===== config.mk =====
export PLATFORM = sky130hd
export DESIGN_NAME = npu_mac_seq
export DESIGN_NICKNAME = d
export VERILOG_FILES = /design/src/rtl/npu_pkg.sv /design/src/rtl/npu_mac_addr_gen.sv /design/src/rtl/npu_mac_seq.sv
export SDC_FILE = /design/constraint.sdc
export NUM_CORES = 1
export LEC_CHECK = 0
export ABC_AREA = 1
export ABC_CLOCK_PERIOD_IN_PS = 3900
export CAP_MARGIN = 5
export CELL_PAD_IN_SITES_DETAIL_PLACEMENT = 1
export CELL_PAD_IN_SITES_GLOBAL_PLACEMENT = 1
export CORE_MARGIN = 1
export CORE_UTILIZATION = 38
export CTS_BUF_LIST = sky130_fd_sc_hd__clkbuf_4 sky130_fd_sc_hd__clkbuf_8 sky130_fd_sc_hd__clkbuf_16
export DETAILED_ROUTE_END_ITERATION = 8
export GPL_ROUTABILITY_DRIVEN = 0
export PLACE_DENSITY = 0.79
export RECOVER_POWER = 25
export SYNTH_ARGS = -nofsm -noshare
export SYNTH_HDL_FRONTEND = slang
export SYNTH_SLANG_ARGS = --single-unit
export TNS_END_PERCENT = 20

===== constraint.sdc =====
create_clock -name clk -period 3.9 [get_ports clk]
set_clock_uncertainty 0.05 [all_clocks]
set_input_delay 0.975 -clock clk [delete_from_list [all_inputs] [get_ports clk]]
set_output_delay 0.975 -clock clk [all_outputs]
set_load 0.02 [all_outputs]

===== src/rtl/npu_pkg.sv =====
// npu_pkg: shared widths, latencies and sequencer state encoding.
// Imported by npu_mac_seq and npu_mac_addr_gen.
package npu_pkg;

  localparam int DATA_WIDTH = 8;
  localparam int ADDR_W     = 12;
  localparam int LEN_W      = 10;
  localparam int MAC_LAT    = 3;
  localparam int BUF_RD_LAT = 1;

  typedef enum logic [1:0] {
    ST_IDLE  = 2'd0,
    ST_ISSUE = 2'd1,
    ST_DRAIN = 2'd2,
    ST_DONE  = 2'd3
  } seq_state_t;

endpackage


===== src/rtl/npu_mac_addr_gen.sv =====
// npu_mac_addr_gen: k/j counters and running weight pointer for one pass.
// Ports: load latches cfg, step advances one read; first/last/final_rd tags.
module npu_mac_addr_gen #(
  parameter int ADDR_W = npu_pkg::ADDR_W,
  parameter int LEN_W  = npu_pkg::LEN_W
) (
  input  logic              clk,
  input  logic              rst,
  input  logic              load,
  input  logic              step,
  input  logic [LEN_W-1:0]  len,
  input  logic [LEN_W-1:0]  num_out,
  input  logic [ADDR_W-1:0] w_base,
  input  logic [ADDR_W-1:0] a_base,
  output logic [ADDR_W-1:0] w_addr,
  output logic [ADDR_W-1:0] a_addr,
  output logic              first,
  output logic              last,
  output logic              final_rd
);
  import npu_pkg::*;

  logic [LEN_W-1:0]  k;
  logic [LEN_W-1:0]  j;
  logic [LEN_W-1:0]  len_q;
  logic [LEN_W-1:0]  nout_q;
  logic [ADDR_W-1:0] w_ptr;
  logic [ADDR_W-1:0] a_base_q;

  always_ff @(posedge clk) begin
    if (!rst) begin
      k        <= '0;
      j        <= '0;
      len_q    <= '0;
      nout_q   <= '0;
      w_ptr    <= '0;
      a_base_q <= '0;
    end else if (load) begin
      k        <= '0;
      j        <= '0;
      len_q    <= len;
      nout_q   <= num_out;
      w_ptr    <= w_base;
      a_base_q <= a_base;
    end else if (step) begin
      // weight rows are contiguous, so the pointer never rewinds
      w_ptr <= w_ptr + 1'b1;
      if (last) begin
        k <= '0;
        j <= j + 1'b1;
      end else begin
        k <= k + 1'b1;
      end
    end
  end

  assign first    = (k == '0);
  assign last     = (k == len_q - 1'b1);
  assign final_rd = last && (j == nout_q - 1'b1);
  assign w_addr   = w_ptr;
  assign a_addr   = a_base_q + ADDR_W'(k);

endmodule


===== src/rtl/npu_mac_seq.sv =====
// npu_mac_seq: runs one layer pass of N dot products of length L.
// Ports: cfg_* launch, buffer reads, MAC framing, output writes, status.
module npu_mac_seq #(
  parameter int DATA_WIDTH = npu_pkg::DATA_WIDTH,
  parameter int ADDR_W     = npu_pkg::ADDR_W,
  parameter int LEN_W      = npu_pkg::LEN_W
) (
  input  logic                  clk,
  input  logic                  rst,
  input  logic                  cfg_start,
  input  logic [2:0]            cfg_layer,
  input  logic [LEN_W-1:0]      cfg_len,
  input  logic [LEN_W-1:0]      cfg_num_out,
  input  logic [ADDR_W-1:0]     cfg_w_base,
  input  logic [ADDR_W-1:0]     cfg_a_base,
  input  logic [ADDR_W-1:0]     cfg_o_base,
  output logic [ADDR_W-1:0]     w_rd_addr,
  output logic [ADDR_W-1:0]     a_rd_addr,
  output logic                  rd_en,
  output logic                  mac_en,
  output logic                  start_p,
  output logic                  last_p,
  output logic [2:0]            npu_layer_in_progress,
  input  logic                  mac_valid,
  input  logic [DATA_WIDTH-1:0] mac_out,
  input  logic                  mac_overflow,
  output logic                  o_wr_en,
  output logic [ADDR_W-1:0]     o_wr_addr,
  output logic [DATA_WIDTH-1:0] o_wr_data,
  output logic                  busy,
  output logic                  done,
  output logic                  ovf_sticky
);
  import npu_pkg::*;

  seq_state_t state;
  seq_state_t state_n;

  logic [ADDR_W-1:0] o_base_q;
  logic [LEN_W-1:0]  nout_q;
  logic [LEN_W-1:0]  out_cnt;
  logic [LEN_W-1:0]  cnt_next;
  logic              accept;
  logic              zero_cfg;
  logic              cap;
  logic              first;
  logic              last;
  logic              final_rd;

  // done is registered off the DONE state, and busy covers that cycle
  // so a start coinciding with done is dropped
  assign busy     = (state != ST_IDLE) || done;
  assign accept   = cfg_start && (state == ST_IDLE) && !done;
  assign zero_cfg = (cfg_len == '0) || (cfg_num_out == '0);
  assign rd_en    = (state == ST_ISSUE);
  assign cap      = mac_valid && (state != ST_IDLE);
  assign cnt_next = out_cnt + LEN_W'(cap);

  npu_mac_addr_gen #(
    .ADDR_W (ADDR_W),
    .LEN_W  (LEN_W)
  ) u_addr_gen (
    .clk      (clk),
    .rst      (rst),
    .load     (accept),
    .step     (rd_en),
    .len      (cfg_len),
    .num_out  (cfg_num_out),
    .w_base   (cfg_w_base),
    .a_base   (cfg_a_base),
    .w_addr   (w_rd_addr),
    .a_addr   (a_rd_addr),
    .first    (first),
    .last     (last),
    .final_rd (final_rd)
  );

  always_comb begin
    state_n = state;
    unique case (state)
      ST_IDLE: begin
        if (accept) state_n = zero_cfg ? ST_DONE : ST_ISSUE;
      end
      ST_ISSUE: begin
        if (final_rd) state_n = ST_DRAIN;
      end
      ST_DRAIN: begin
        // look one capture ahead so done lands NL+5 after the first read
        if (cnt_next == nout_q) state_n = ST_DONE;
      end
      ST_DONE: begin
        state_n = ST_IDLE;
      end
    endcase
  end

  always_ff @(posedge clk) begin
    if (!rst) begin
      state                 <= ST_IDLE;
      done                  <= 1'b0;
      npu_layer_in_progress <= '0;
      o_base_q              <= '0;
      nout_q                <= '0;
      ovf_sticky            <= 1'b0;
    end else begin
      state <= state_n;
      done  <= (state == ST_DONE);
      if (accept) begin
        npu_layer_in_progress <= cfg_layer;
        o_base_q              <= cfg_o_base;
        nout_q                <= cfg_num_out;
        ovf_sticky            <= 1'b0;
      end else if (busy && mac_overflow) begin
        ovf_sticky <= 1'b1;
      end
    end
  end

  // framing follows the read by the buffer latency
  always_ff @(posedge clk) begin
    if (!rst) begin
      mac_en  <= 1'b0;
      start_p <= 1'b0;
      last_p  <= 1'b0;
    end else begin
      mac_en  <= rd_en;
      start_p <= rd_en && first;
      last_p  <= rd_en && last;
    end
  end

  always_ff @(posedge clk) begin
    if (!rst) begin
      out_cnt   <= '0;
      o_wr_en   <= 1'b0;
      o_wr_addr <= '0;
      o_wr_data <= '0;
    end else begin
      o_wr_en <= cap;
      if (accept) begin
        out_cnt <= '0;
      end else if (cap) begin
        out_cnt   <= cnt_next;
        o_wr_addr <= o_base_q + ADDR_W'(out_cnt);
        o_wr_data <= mac_out;
      end
    end
  end

endmodule


==> flow_metrics.env <==
export IMPL_cts_tree="yes"
export IMPL_ant_nets=0
export IMPL_fin_crit_sh_pct=97.4
export IMPL_place_hpwl_um=16000
export IMPL_irDropWorstVdd_uv=397
export IMPL_avgRoutedWirePerCell_um=15.9
export IMPL_crit_path_end_kind="output pin"
export IMPL_dieArea_mm2=0.0186
export IMPL_clock_root_buffer="clkbuf_16"
export IMPL_core_mm2=0.0175
export IMPL_insertion_delay_ps=420
export IMPL_p_per_area_mw_per_mm2=644
export IMPL_synth_edff_count=0
export IMPL_postSynthNetCount=1101
export IMPL_worstPathRequired_ps=2870
export IMPL_crit_path_start="u_addr_gen.k[0]"
export IMPL_synth_top_area_share_pct=34.2
export IMPL_drv_cap=0
export IMPL_slew_headroom_pct=11.8
export IMPL_hold_path_class="register to register"
export IMPL_syn_inst=995
export IMPL_io_pins=127
export IMPL_critical_path_slowest_cell="clkdlybuf4s50_1"
export IMPL_timing_critical_path_cells="ha_1 -> inv_1 -> fa_1 -> o31ai_2 -> xor2_1 -> clkdlybuf4s50_1"
export IMPL_cp_start_kind="register"
export IMPL_drt_first_pass_iters=4
export IMPL_ys_ff_latch=117
export IMPL_post_synth_top_area_cell="dfxtp_1"
export IMPL_die_y_um=136
export IMPL_worst_pin_slew_ps=1320
export IMPL_synth_area_mm2=0.00685
export IMPL_insertedDiodeCount=0
export IMPL_vias_per_cell=5.12
export IMPL_ys_async_sr_fraction_pct=0
export IMPL_maxSlewViolCount=0
export IMPL_overflow=0
export IMPL_clock_sinks=117
export IMPL_r2r_start="state[0]"
export IMPL_grt_first_pass_wirelength_um=35300
export IMPL_grt_antenna_before_repair=0
export IMPL_hold_viol=0
export IMPL_rr_worst_depth=21
export IMPL_die_width_um=136
export IMPL_synth_area_leaders="dfxtp_1, nand2_1, nor2_1, o21ai_0, ha_1"
export IMPL_synth_top_cells_by_count="nand2_1, nor2_1, dfxtp_1"
export IMPL_ys_seq_area_share_pct=34.2
export IMPL_power_total_uw=5720
export IMPL_max_stage_delay_ps=640
export IMPL_area_delta_synth_final_pct=29.6
export IMPL_setup_violations=0
export IMPL_r2r_slack_ps=850
export IMPL_crit_type="register to output pin"
export IMPL_drt_wl_total_um=21500
export IMPL_rows=48
export IMPL_io_buffers=126
export IMPL_initial_core_util_pct=39.2
export IMPL_clk_pin_slew_ps=60
export IMPL_critical_path_max_fanout=5
export IMPL_clock_path_buffers=2
export IMPL_grtUsageTotal_pct=24.5
export IMPL_p_leak_uw=0.00383
export IMPL_fin_nets=1221
export IMPL_ys_warn_count=0
export IMPL_status="completed"
export IMPL_synth_avg_cell_area_um2=6.89
export IMPL_synth_most_common_cell="nand2_1"
export IMPL_grt_max_degree=84
export IMPL_htree_levels=4
export IMPL_crit_end="a_rd_addr[4]"
export IMPL_rsz0062_at_grt="false"
export IMPL_num_vias=6911
export IMPL_grt_pass1_vias=7072
export IMPL_route_detailed_drc=0
export IMPL_drtIter0Drc=255
export IMPL_fin_crit_ps=3800
export IMPL_synthDistinctLibCells=48
export IMPL_drive_gt1_share_pct=7.19
export IMPL_holdPathStages=2
export IMPL_post_cts_setup_buffer_count=0
export IMPL_tns_ps=0
export IMPL_cp_arrival_ps=2770
export IMPL_synth_main_ff_cell="dfxtp_1"
export IMPL_cts_inserted_buffers=17
export IMPL_timing_fmax_ghz=0.263
export IMPL_reg2reg_to="state[1]"
through the flow:
| step | std cells | hold WS [ps] | setup WS (ps) | utilization [%] | cell area (µm²) |
|---|---|---|---|---|---|
| CTS | 1351 | 443 | 50.2 | 50.8 | 8880 |
| global route | 1351 | 458 | 8.42 | 50.8 | 8880 |
| floorplan | 995 | 395 | 707 | - | 6850 |
| finish | 1351 | 435 | 101 | 50.8 | 8880 |
| global placement | 1321 | 410 | 511 | 47.6 | 8310 |
| detailed placement | 1321 | 429 | 318 | 47.6 | 8310 |
worst min-delay path by stage:
stage / start / end / slack, ps
CTS: o_wr_data[4] / o_wr_data[4] / 440
finish: o_wr_data[4] / o_wr_data[4] / 430
global placement: ovf_sticky / ovf_sticky / 410
floorplan: o_base_q[11] / o_base_q[11] / 390
detailed placement: o_wr_data[4] / o_wr_data[4] / 430
global route: o_wr_addr[0] / o_wr_addr[0] / 460
registers in the layout, summed over array words and instances (netlist names):
name / count
o_base_q: 12
o_wr_addr: 12
u_addr_gen.a_base_q: 12
u_addr_gen.w_addr: 12
out_cnt: 10
u_addr_gen.j: 10
u_addr_gen.k: 10
u_addr_gen.len_q: 10
u_addr_gen.nout_q: 10
o_wr_data: 8
npu_layer_in_progress: 3
state: 2
done: 1
last_p: 1
mac_en: 1
o_wr_en: 1
ovf_sticky: 1
start_p: 1
cell type report:
class	count	area [µm²]
inverter	116	438
fill	2225	8600
timing repair buffer	134	1310
tap	225	282
clock inverter	12	133
clock buffer	18	439
multi-input combinational	729	3940
sequential	117	2340
layer usage:
| layer | global-route usage, % | routed length, µm | vias to the layer above | part of all wire [%] |
|---|---|---|---|---|
| met5 | 0 | 0 | - | 0 |
| met4 | 7.90 | 348 | 0 | 1.6 |
| met3 | 5.29 | 968 | 23 | 4.5 |
| met2 | 42.4 | 10500 | 121 | 49 |
| met1 | 29.9 | 9750 | 3270 | 45 |
| li1 | - | - | 3497 | - |
power by group:
part,total (µW),switching (µW),internal [µW],leakage (µW)
Sequential,1690,224,1460,0.000961
Clock,1540,594,950,0.000274
Combinational,2490,1540,948,0.00260
Total,5720,2360,3360,0.00383
placed cells by master, fill, tap and decap left out, types with 12 or more instances in the layout:
cell / count
o21ai_0: 89
nor3_1: 13
xor2_1: 25
ha_1: 32
clkbuf_16: 17
dfxtp_1: 116
nand2_1: 181
nor2_1: 146
clkdlybuf4s50_1: 122
xnor2_1: 16
a21oi_1: 75
inv_2: 13
inv_1: 102
nand4_1: 12
nand3_1: 60
logic make-up (layout without fill, tap and decap cells):
group           Yosys count  in the layout  synth area share, %
simple gates            446            446                 28.5
compound gates          205            205                 16.4
buf+inv                 149            280                 8.47
flops                   117            117                 34.2
xor+xnor                 44             44                 6.04
fa+ha+maj                34             34                 6.43
critical path: cells and delay by family, from the launching register on:
kind / cells / cell delay [ps]
DFF: 1 / 440
buffers and inverters: 2 / 710
AOI/OAI and AO/OA: 1 / 310
xor gates and xnor gates: 1 / 240
adders and majority gates: 2 / 670
repair_timing:
item,4_1_cts,5_1_grt
endpoints found under the setup margin,1,3
hold buffers,0,0
gates resized for setup,1,3
cloned,0,0
pin swaps,0,0
(Power assumes the default switching activity.)
